## config.mk

```make
export PLATFORM = sky130hd
export DESIGN_NAME = hififo_tpc_arbiter_flat
export DESIGN_NICKNAME = d
export VERILOG_FILES = /design/src/rtl/hififo_tpc_arbiter_if.sv /design/src/rtl/hififo_tpc_arbiter.sv /design/src/flat_wrapper.sv
export SDC_FILE = /design/constraint.sdc
export NUM_CORES = 1
export LEC_CHECK = 0
export CAP_MARGIN = 10
export CELL_PAD_IN_SITES_DETAIL_PLACEMENT = 0
export CELL_PAD_IN_SITES_GLOBAL_PLACEMENT = 1
export CORE_MARGIN = 1.5
export CORE_UTILIZATION = 25
export DETAILED_ROUTE_END_ITERATION = 6
export PLACE_DENSITY = 0.64
export SLEW_MARGIN = 5
export SYNTH_ARGS = -nofsm -noshare
export SYNTH_HDL_FRONTEND = slang
export SYNTH_SLANG_ARGS = --single-unit
```

## constraint.sdc

```tcl
create_clock -name clock -period 1.6 [get_ports clock]
set_input_delay 0.32 -clock clock [delete_from_list [all_inputs] [get_ports clock]]
set_output_delay 0.32 -clock clock [all_outputs]
set_load 0.05 [all_outputs]
```

## src/rtl/hififo_tpc_arbiter_if.sv

```systemverilog
// Burst write-request stream from the to-PC arbiter into pcie_tx.
interface hififo_tpc_arbiter_if #(
    parameter int CH_W = 3
) ();
    logic            wr_valid;
    logic            wr_ready;
    logic [63:0]     wr_data;
    logic            wr_first;
    logic            wr_last;
    logic [CH_W-1:0] wr_channel;

    modport master (output wr_valid, wr_data, wr_first, wr_last, wr_channel, input wr_ready);
    modport slave  (input wr_valid, wr_data, wr_first, wr_last, wr_channel, output wr_ready);
endinterface

```

## src/rtl/hififo_tpc_arbiter.sv

```systemverilog
// Round-robin arbiter streaming fixed-length bursts from the to-PC channel RAMs into pcie_tx.
//   state    | meaning
//   S_IDLE   | sample requests, grant next channel cyclically from rr pointer
//   S_STREAM | issue one RAM read per cycle while the skid buffer has room
//   S_DRAIN  | all reads issued, wait for last word to be accepted
module hififo_tpc_arbiter #(
    parameter int TPC_CH      = 4,
    parameter int BURST_WORDS = 16,
    parameter int CH_W        = 3
) (
    input  logic                           clock,
    input  logic                           reset_n,
    input  logic [TPC_CH-1:0]              ch_enable,
    input  logic [TPC_CH-1:0]              ch_ready,
    output logic [TPC_CH-1:0]              ch_read,
    output logic [$clog2(BURST_WORDS)-1:0] read_offset,
    input  logic [64*TPC_CH-1:0]           ch_data,
    hififo_tpc_arbiter_if.master           wr,
    output logic                           burst_done,
    output logic [CH_W-1:0]                done_channel
);
    localparam int OFF_W = $clog2(BURST_WORDS);
    localparam int PTR_W = (TPC_CH > 1) ? $clog2(TPC_CH) : 1;
    localparam logic [OFF_W-1:0] LAST_OFF = OFF_W'(BURST_WORDS - 1);

    typedef enum logic [1:0] {S_IDLE, S_STREAM, S_DRAIN} state_t;

    state_t           state_q, state_d;
    logic [PTR_W-1:0] rr_q, rr_d, grant_q, grant_d;
    logic [OFF_W-1:0] rd_cnt_q, rd_cnt_d, out_cnt_q, out_cnt_d;
    logic             inflight_q, inflight_d;
    logic [63:0]      fifo_mem_q [2];
    logic [63:0]      fifo_mem_d [2];
    logic             fifo_rd_q, fifo_rd_d, fifo_wr_q, fifo_wr_d;
    logic [1:0]       fifo_cnt_q, fifo_cnt_d;

    logic [TPC_CH-1:0] req;
    logic              found;
    logic [PTR_W-1:0]  pick;
    int                idx;
    logic              issue, head_valid, valid, accept, push, pop, last_word;
    logic [63:0]       ram_word, out_word;

    always_comb begin
        req   = ch_enable & ch_ready;
        found = 1'b0;
        pick  = '0;
        idx   = 0;
        for (int i = 0; i < TPC_CH; i++) begin
            idx = int'(rr_q) + i;
            if (idx >= TPC_CH) idx = idx - TPC_CH;
            if (!found && req[idx]) begin
                found = 1'b1;
                pick  = PTR_W'(idx);
            end
        end
    end

    // Words in the skid buffer plus the read in flight never exceed two.
    always_comb begin
        issue      = (state_q == S_STREAM) && (({1'b0, fifo_cnt_q} + {2'b00, inflight_q}) < 3'd2);
        ram_word   = ch_data[int'(grant_q)*64 +: 64];
        head_valid = (fifo_cnt_q != 2'd0);
        valid      = head_valid | inflight_q;
        out_word   = head_valid ? fifo_mem_q[fifo_rd_q] : ram_word;
        accept     = valid & wr.wr_ready;
        pop        = accept & head_valid;
        push       = inflight_q & ~(accept & ~head_valid);
        last_word  = (out_cnt_q == LAST_OFF);

        inflight_d = issue;
        rd_cnt_d   = issue  ? rd_cnt_q + 1'b1  : rd_cnt_q;
        out_cnt_d  = accept ? out_cnt_q + 1'b1 : out_cnt_q;
        fifo_mem_d = fifo_mem_q;
        if (push) fifo_mem_d[fifo_wr_q] = ram_word;
        fifo_wr_d  = push ? ~fifo_wr_q : fifo_wr_q;
        fifo_rd_d  = pop  ? ~fifo_rd_q : fifo_rd_q;
        fifo_cnt_d = fifo_cnt_q + {1'b0, push} - {1'b0, pop};

        ch_read     = issue ? (TPC_CH'(1) << grant_q) : '0;
        read_offset = issue ? rd_cnt_q : '0;

        wr.wr_valid   = valid;
        wr.wr_data    = valid ? out_word : '0;
        wr.wr_first   = valid & (out_cnt_q == '0);
        wr.wr_last    = valid & last_word;
        wr.wr_channel = valid ? CH_W'(grant_q) : '0;
        burst_done    = accept & last_word;
        done_channel  = burst_done ? CH_W'(grant_q) : '0;
    end

    always_comb begin
        state_d = state_q;
        rr_d    = rr_q;
        grant_d = grant_q;
        case (state_q)
            S_IDLE: begin
                if (found) begin
                    grant_d = pick;
                    rr_d    = (int'(pick) == TPC_CH - 1) ? '0 : pick + 1'b1;
                    state_d = S_STREAM;
                end
            end
            S_STREAM: if (issue && (rd_cnt_q == LAST_OFF)) state_d = S_DRAIN;
            S_DRAIN:  if (burst_done) state_d = S_IDLE;
            default:  state_d = S_IDLE;
        endcase
    end

    always_ff @(posedge clock or negedge reset_n) begin
        if (!reset_n) begin
            state_q       <= S_IDLE;
            rr_q          <= '0;
            grant_q       <= '0;
            rd_cnt_q      <= '0;
            out_cnt_q     <= '0;
            inflight_q    <= 1'b0;
            fifo_mem_q[0] <= '0;
            fifo_mem_q[1] <= '0;
            fifo_rd_q     <= 1'b0;
            fifo_wr_q     <= 1'b0;
            fifo_cnt_q    <= '0;
        end else begin
            state_q    <= state_d;
            rr_q       <= rr_d;
            grant_q    <= grant_d;
            rd_cnt_q   <= rd_cnt_d;
            out_cnt_q  <= out_cnt_d;
            inflight_q <= inflight_d;
            fifo_mem_q <= fifo_mem_d;
            fifo_rd_q  <= fifo_rd_d;
            fifo_wr_q  <= fifo_wr_d;
            fifo_cnt_q <= fifo_cnt_d;
        end
    end
endmodule

```

## src/flat_wrapper.sv

```systemverilog
// flat-port wrapper written by rule: the top's interface ports become plain ports
module hififo_tpc_arbiter_flat 
#(
    parameter int TPC_CH      = 4,
    parameter int BURST_WORDS = 16,
    parameter int CH_W        = 3
)
  (clock, reset_n, ch_enable, ch_ready, ch_read, read_offset, ch_data, burst_done, done_channel, wr_wr_valid, wr_wr_data, wr_wr_first, wr_wr_last, wr_wr_channel, wr_wr_ready);
  hififo_tpc_arbiter_if #(.CH_W(CH_W)) wr_i ();
  input  logic clock;
  input  logic reset_n;
  input  logic [TPC_CH-1:0] ch_enable;
  input  logic [TPC_CH-1:0] ch_ready;
  output logic [TPC_CH-1:0] ch_read;
  output logic [$clog2(BURST_WORDS)-1:0] read_offset;
  input  logic [64*TPC_CH-1:0] ch_data;
  output logic burst_done;
  output logic [CH_W-1:0] done_channel;
  output wire logic [$bits(wr_i.wr_valid)-1:0] wr_wr_valid;
  output wire logic [$bits(wr_i.wr_data)-1:0] wr_wr_data;
  output wire logic [$bits(wr_i.wr_first)-1:0] wr_wr_first;
  output wire logic [$bits(wr_i.wr_last)-1:0] wr_wr_last;
  output wire logic [$bits(wr_i.wr_channel)-1:0] wr_wr_channel;
  input wire logic [$bits(wr_i.wr_ready)-1:0] wr_wr_ready;
  assign wr_wr_valid = wr_i.wr_valid;
  assign wr_wr_data = wr_i.wr_data;
  assign wr_wr_first = wr_i.wr_first;
  assign wr_wr_last = wr_i.wr_last;
  assign wr_wr_channel = wr_i.wr_channel;
  assign wr_i.wr_ready = wr_wr_ready;
  hififo_tpc_arbiter #(.TPC_CH(TPC_CH), .BURST_WORDS(BURST_WORDS), .CH_W(CH_W)) u_core (.clock(clock), .reset_n(reset_n), .ch_enable(ch_enable), .ch_ready(ch_ready), .ch_read(ch_read), .read_offset(read_offset), .ch_data(ch_data), .wr(wr_i), .burst_done(burst_done), .done_channel(done_channel));
endmodule
```

==> summary.txt, run 1 <==
Drt
  – Vias per inst: 4.60
  – Drt total wl: 29.1 mm
  – Number of iterations in the first detailed-routing pass: 5
  – Remaining routing DRC violations: 0
  – WL/cell: 17.6 um
  – Vias: 7624
  – Detail Route Antenna Nets: 0
  – 1st-iter DRT viols: 287

Timing
  – Fmax: 0.407 GHz
  – RSZ-0062 raised after global routing: true
  – Minimum clock period: 2460 ps
  – Slew HR: 63.5%
  – Endpoints failing setup: 215
  – Final Cycle Share: 154%
  – Final Hold Fails: 0
  – Max-slew violation count: 0
  – Worst Tran Pin Value: 547 ps
  – Worst clock skew: 11.6 ps
  – Final hold slack: 410 ps
  – Fin worst setup slack: -857 ps

Floorplanning
  – Die width: 191 um
  – Die Y: 191 um
  – Core Area: 34600 um2
  – Initial core utilization: 25.4%
  – I/O pin cnt: 349
  – Area of the die: 36300 um2
  – Site Rows: 68

Synth
  – Avg Inst Size Synth: 12.8 um2
  – Top-count cell post-synth: dfrtp_1
  – Post-synthesis cell type count: 47
  – Synthesized instance count: 685
  – Post-synth top area cell: dfrtp_1
  – Top_reg_cell synth: dfrtp_1
  – Asr flop ratio synth: 100%
  – Top cells by area, synth: dfrtp_1 42%, mux4_2 16%, mux2_2 15%
  – EDFF count, synth: 0
  – Synth Warn #: 0
  – Yosys reg bits: 147
  – Cell Area, Synth: 8800 um2
  – Sequential share of the synthesized area: 41.8%
  – Yosys top cell area share: 41.8%
  – Most frequent cells after synthesis: 147 x dfrtp_1, 117 x mux2_2, 76 x nand2_1

Critical path
  – Critical path's slowest cell: dfrtp_4
  – Startpoint Class: register
  – Worst Path Required: 1280 ps
  – Max stage delay on crit path: 500 ps
  – Crit-path max FO: 7
  – R2R depth: 8
  – Critical R2R Launch: u_core.grant_q[0]
  – Reg2Reg Capture Point: u_core.fifo_mem_q[76]
  – Crit path cell chain: buf_12 -> buf_12 -> buf_6 -> mux4_2 -> nand2_1 -> o21ai_2 -> buf_12
  – Top cell by count, worst path: buf_12
  – Crit path DAT: 2140 ps
  – Worst setup EP type: primary output
  – WS Path Type: reg2out
  – Worst reg2reg setup slack: -550 ps

CTS
  – Root buf cell: clkbuf_16
  – TritonCTS Buffers: 17
  – CTS H-tree lvls: 4
  – Clk Latency, worst-skew pair: 420 ps
  – Clk pin slew, worst setup/hold paths: 70 ps
  – CTS tree: built
  – CTS max path bufs: 2
  – Num Clock Sinks: 147

Pwr
  – Tot Pwr: 42.6 mW
  – P_int: 24.7 mW
  – Power Dens Cells: 2560 nW/um2
  – Clock power share: 8.8%
  – Switching Fraction: 42.1%
  – VDD IR max: 1410 uV
  – Seq pwr share: 16.2%
  – Logic pwr share: 75.0%
  – Switch Pwr: 17.9 mW
  – Lkg Pwr: 6.91 nW

Global route
  – Maximum number of pins on one net before global-route repair: 53
  – Overflow after GRT: 0
  – Vias in the first global route: 8311
  – GRT Resource Usage Total: 15.9%
  – Antenna violations before repair: 0
  – First-pass GRT wire length: 45.1 mm

Layout
  – Synth-to-layout area growth: 89.4%
  – Layout Nets: 1462
  – Fill count: 3101
  – Sequential Area: 3690 um2
  – Diode count: 0
  – Multi-input gate area: 5500 um2
  – Share of post-route cells with drive strength above 1: 50.5%
  – Final Instance Area: 16700 um2

Placed design
  – Post-DP HPWL: 20.8 mm
  – Placed inst area: 15000 um2
  – GPL Wtd Cong: 0.717
  – IO Port Bufs: 346

Outcome
  – Run status: complete, but fails checks
  – Failing checks: negative setup slack

Job
  – Max-cap viol count: 0

Hold path
  – Hold crit path type: in2async
-- cells by family (layout without fill, tap and decap cells) --
family	Yosys count	in the layout	synth area share, %
compound gates	87	87	5.69
flops	147	147	41.8
buf+inv	63	580	4.34
simple gates	113	113	5.65
other cells	1	2	0.0426
fa+ha+maj	5	5	0.711
mux	259	259	40.8
xor+xnor	10	10	0.996
-- through the flow --
step           utilization, %  TNS, ps  setup WS (ps)  std cells
6_report                 48.1   -92310           -857       1658
3_3_place_gp             43.2   -74120           -416       1560
3_5_place_dp             43.2   -78090           -452       1560
4_1_cts                  46.9   -96140           -869       1631
5_1_grt                  48.1  -105030           -905       1658
2_1_floorplan               -   -22750           -442        686
-- timing repair --
action                     4_1_cts  5_1_grt
cloned                           3        3
setup endpoints to repair      215      218
buffers inserted                36       31
hold buffers                     1        0
pin swaps                       27        9
resized for setup               92       53
hold endpoints to repair        44        0
-- power by group through the flow --
stage	Sequential, mW	Clock [mW]	Combinational (mW)
global placement	6.84	0	29.2
finish	6.88	3.75	32.0
detailed placement	6.89	0	29.4
global route	7.13	4.07	33.7
CTS	6.86	3.88	31.4
floorplan	6.49	0	16.6
-- state kept, by name, indices dropped and copies added, names as in the netlist, 2 cells and up, named ones only --
name and count:
u_core.out_cnt_q 4, u_core.fifo_cnt_q 2, u_core.state_q 2, u_core.grant_q 2
u_core.rd_cnt_q 4, u_core.fifo_mem_q 128
-- critical path, delay by kind of cell (launching register included) --
family	cells	cell delay [ps]
compound gates	1	70
simple gates	1	100
buf+inv	4	580
mux	1	470
flops	1	500
-- metal layers --
layer | global-route usage (%) | routed length (um) | vias to the layer above | share of wire [%]
met5 | 0 | 0 | - | 0
met4 | 3.48 | 391 | 0 | 1.3
met3 | 3.35 | 1410 | 22 | 4.8
met2 | 28.3 | 14900 | 181 | 51
met1 | 19.6 | 12400 | 3846 | 43
li1 | - | - | 3575 | -
-- area by class of cell --
class	instances	area share [%]
clock buffer	18	2.58
inverter	9	0.225
clock inverter	14	0.713
timing repair buffer	539	37.9
multi-input combinational	476	33.0
sequential	147	22.2
tap	455	3.42
-- cells in the final DEF, fill, tap and decap left out, types with 4 or more instances in the layout --
cell / synthesis / final
ha_1: 5 / 5
nand2_2: 1 / 25
nor2_4: 0 / 6
o21ai_1: 0 / 16
o21ai_2: 0 / 26
o21ai_0: 69 / 5
xnor2_1: 7 / 6
clkbuf_16: 0 / 20
buf_16: 0 / 4
clkinvlp_4: 0 / 5
mux2_2: 117 / 88
buf_12: 3 / 100
clkdlybuf4s50_1: 0 / 265
mux2_1: 5 / 4
inv_1: 9 / 7
buf_6: 3 / 53
o21ai_4: 0 / 22
mux2_4: 8 / 38
dfrtp_1: 147 / 142
inv_6: 0 / 6
and2_4: 0 / 5
mux2i_1: 65 / 64
nand2_1: 76 / 50
buf_4: 9 / 110
mux4_2: 64 / 64
-- worst max path at each step --
stage	startpoint	to	slack, ps	cells past startpoint
6_report	u_core.grant_q[0]	wr_wr_data[21]	-860	7
5_1_grt	u_core.grant_q[0]	wr_wr_data[13]	-900	7
3_5_place_dp	wr_wr_ready	u_core.fifo_mem_q[121]	-450	6
3_3_place_gp	wr_wr_ready	u_core.fifo_mem_q[64]	-420	6
4_1_cts	u_core.grant_q[0]	wr_wr_data[26]	-870	7
2_1_floorplan	u_core.fifo_cnt_q[0]	wr_wr_data[20]	-440	7
No activity file was read; power rests on OpenSTA's default activity.
==> run 2, diff against run 1 <==
--- a/config.mk
+++ b/config.mk
@@ -10,6 +10,7 @@
 export CELL_PAD_IN_SITES_GLOBAL_PLACEMENT = 1
 export CORE_MARGIN = 1.5
 export CORE_UTILIZATION = 25
+export CTS_CLUSTER_SIZE = 8
 export DETAILED_ROUTE_END_ITERATION = 6
 export PLACE_DENSITY = 0.64
 export SLEW_MARGIN = 5
==> results of run 2 <==
The final DEF is identical to that of run 1; final timing and power are the same.
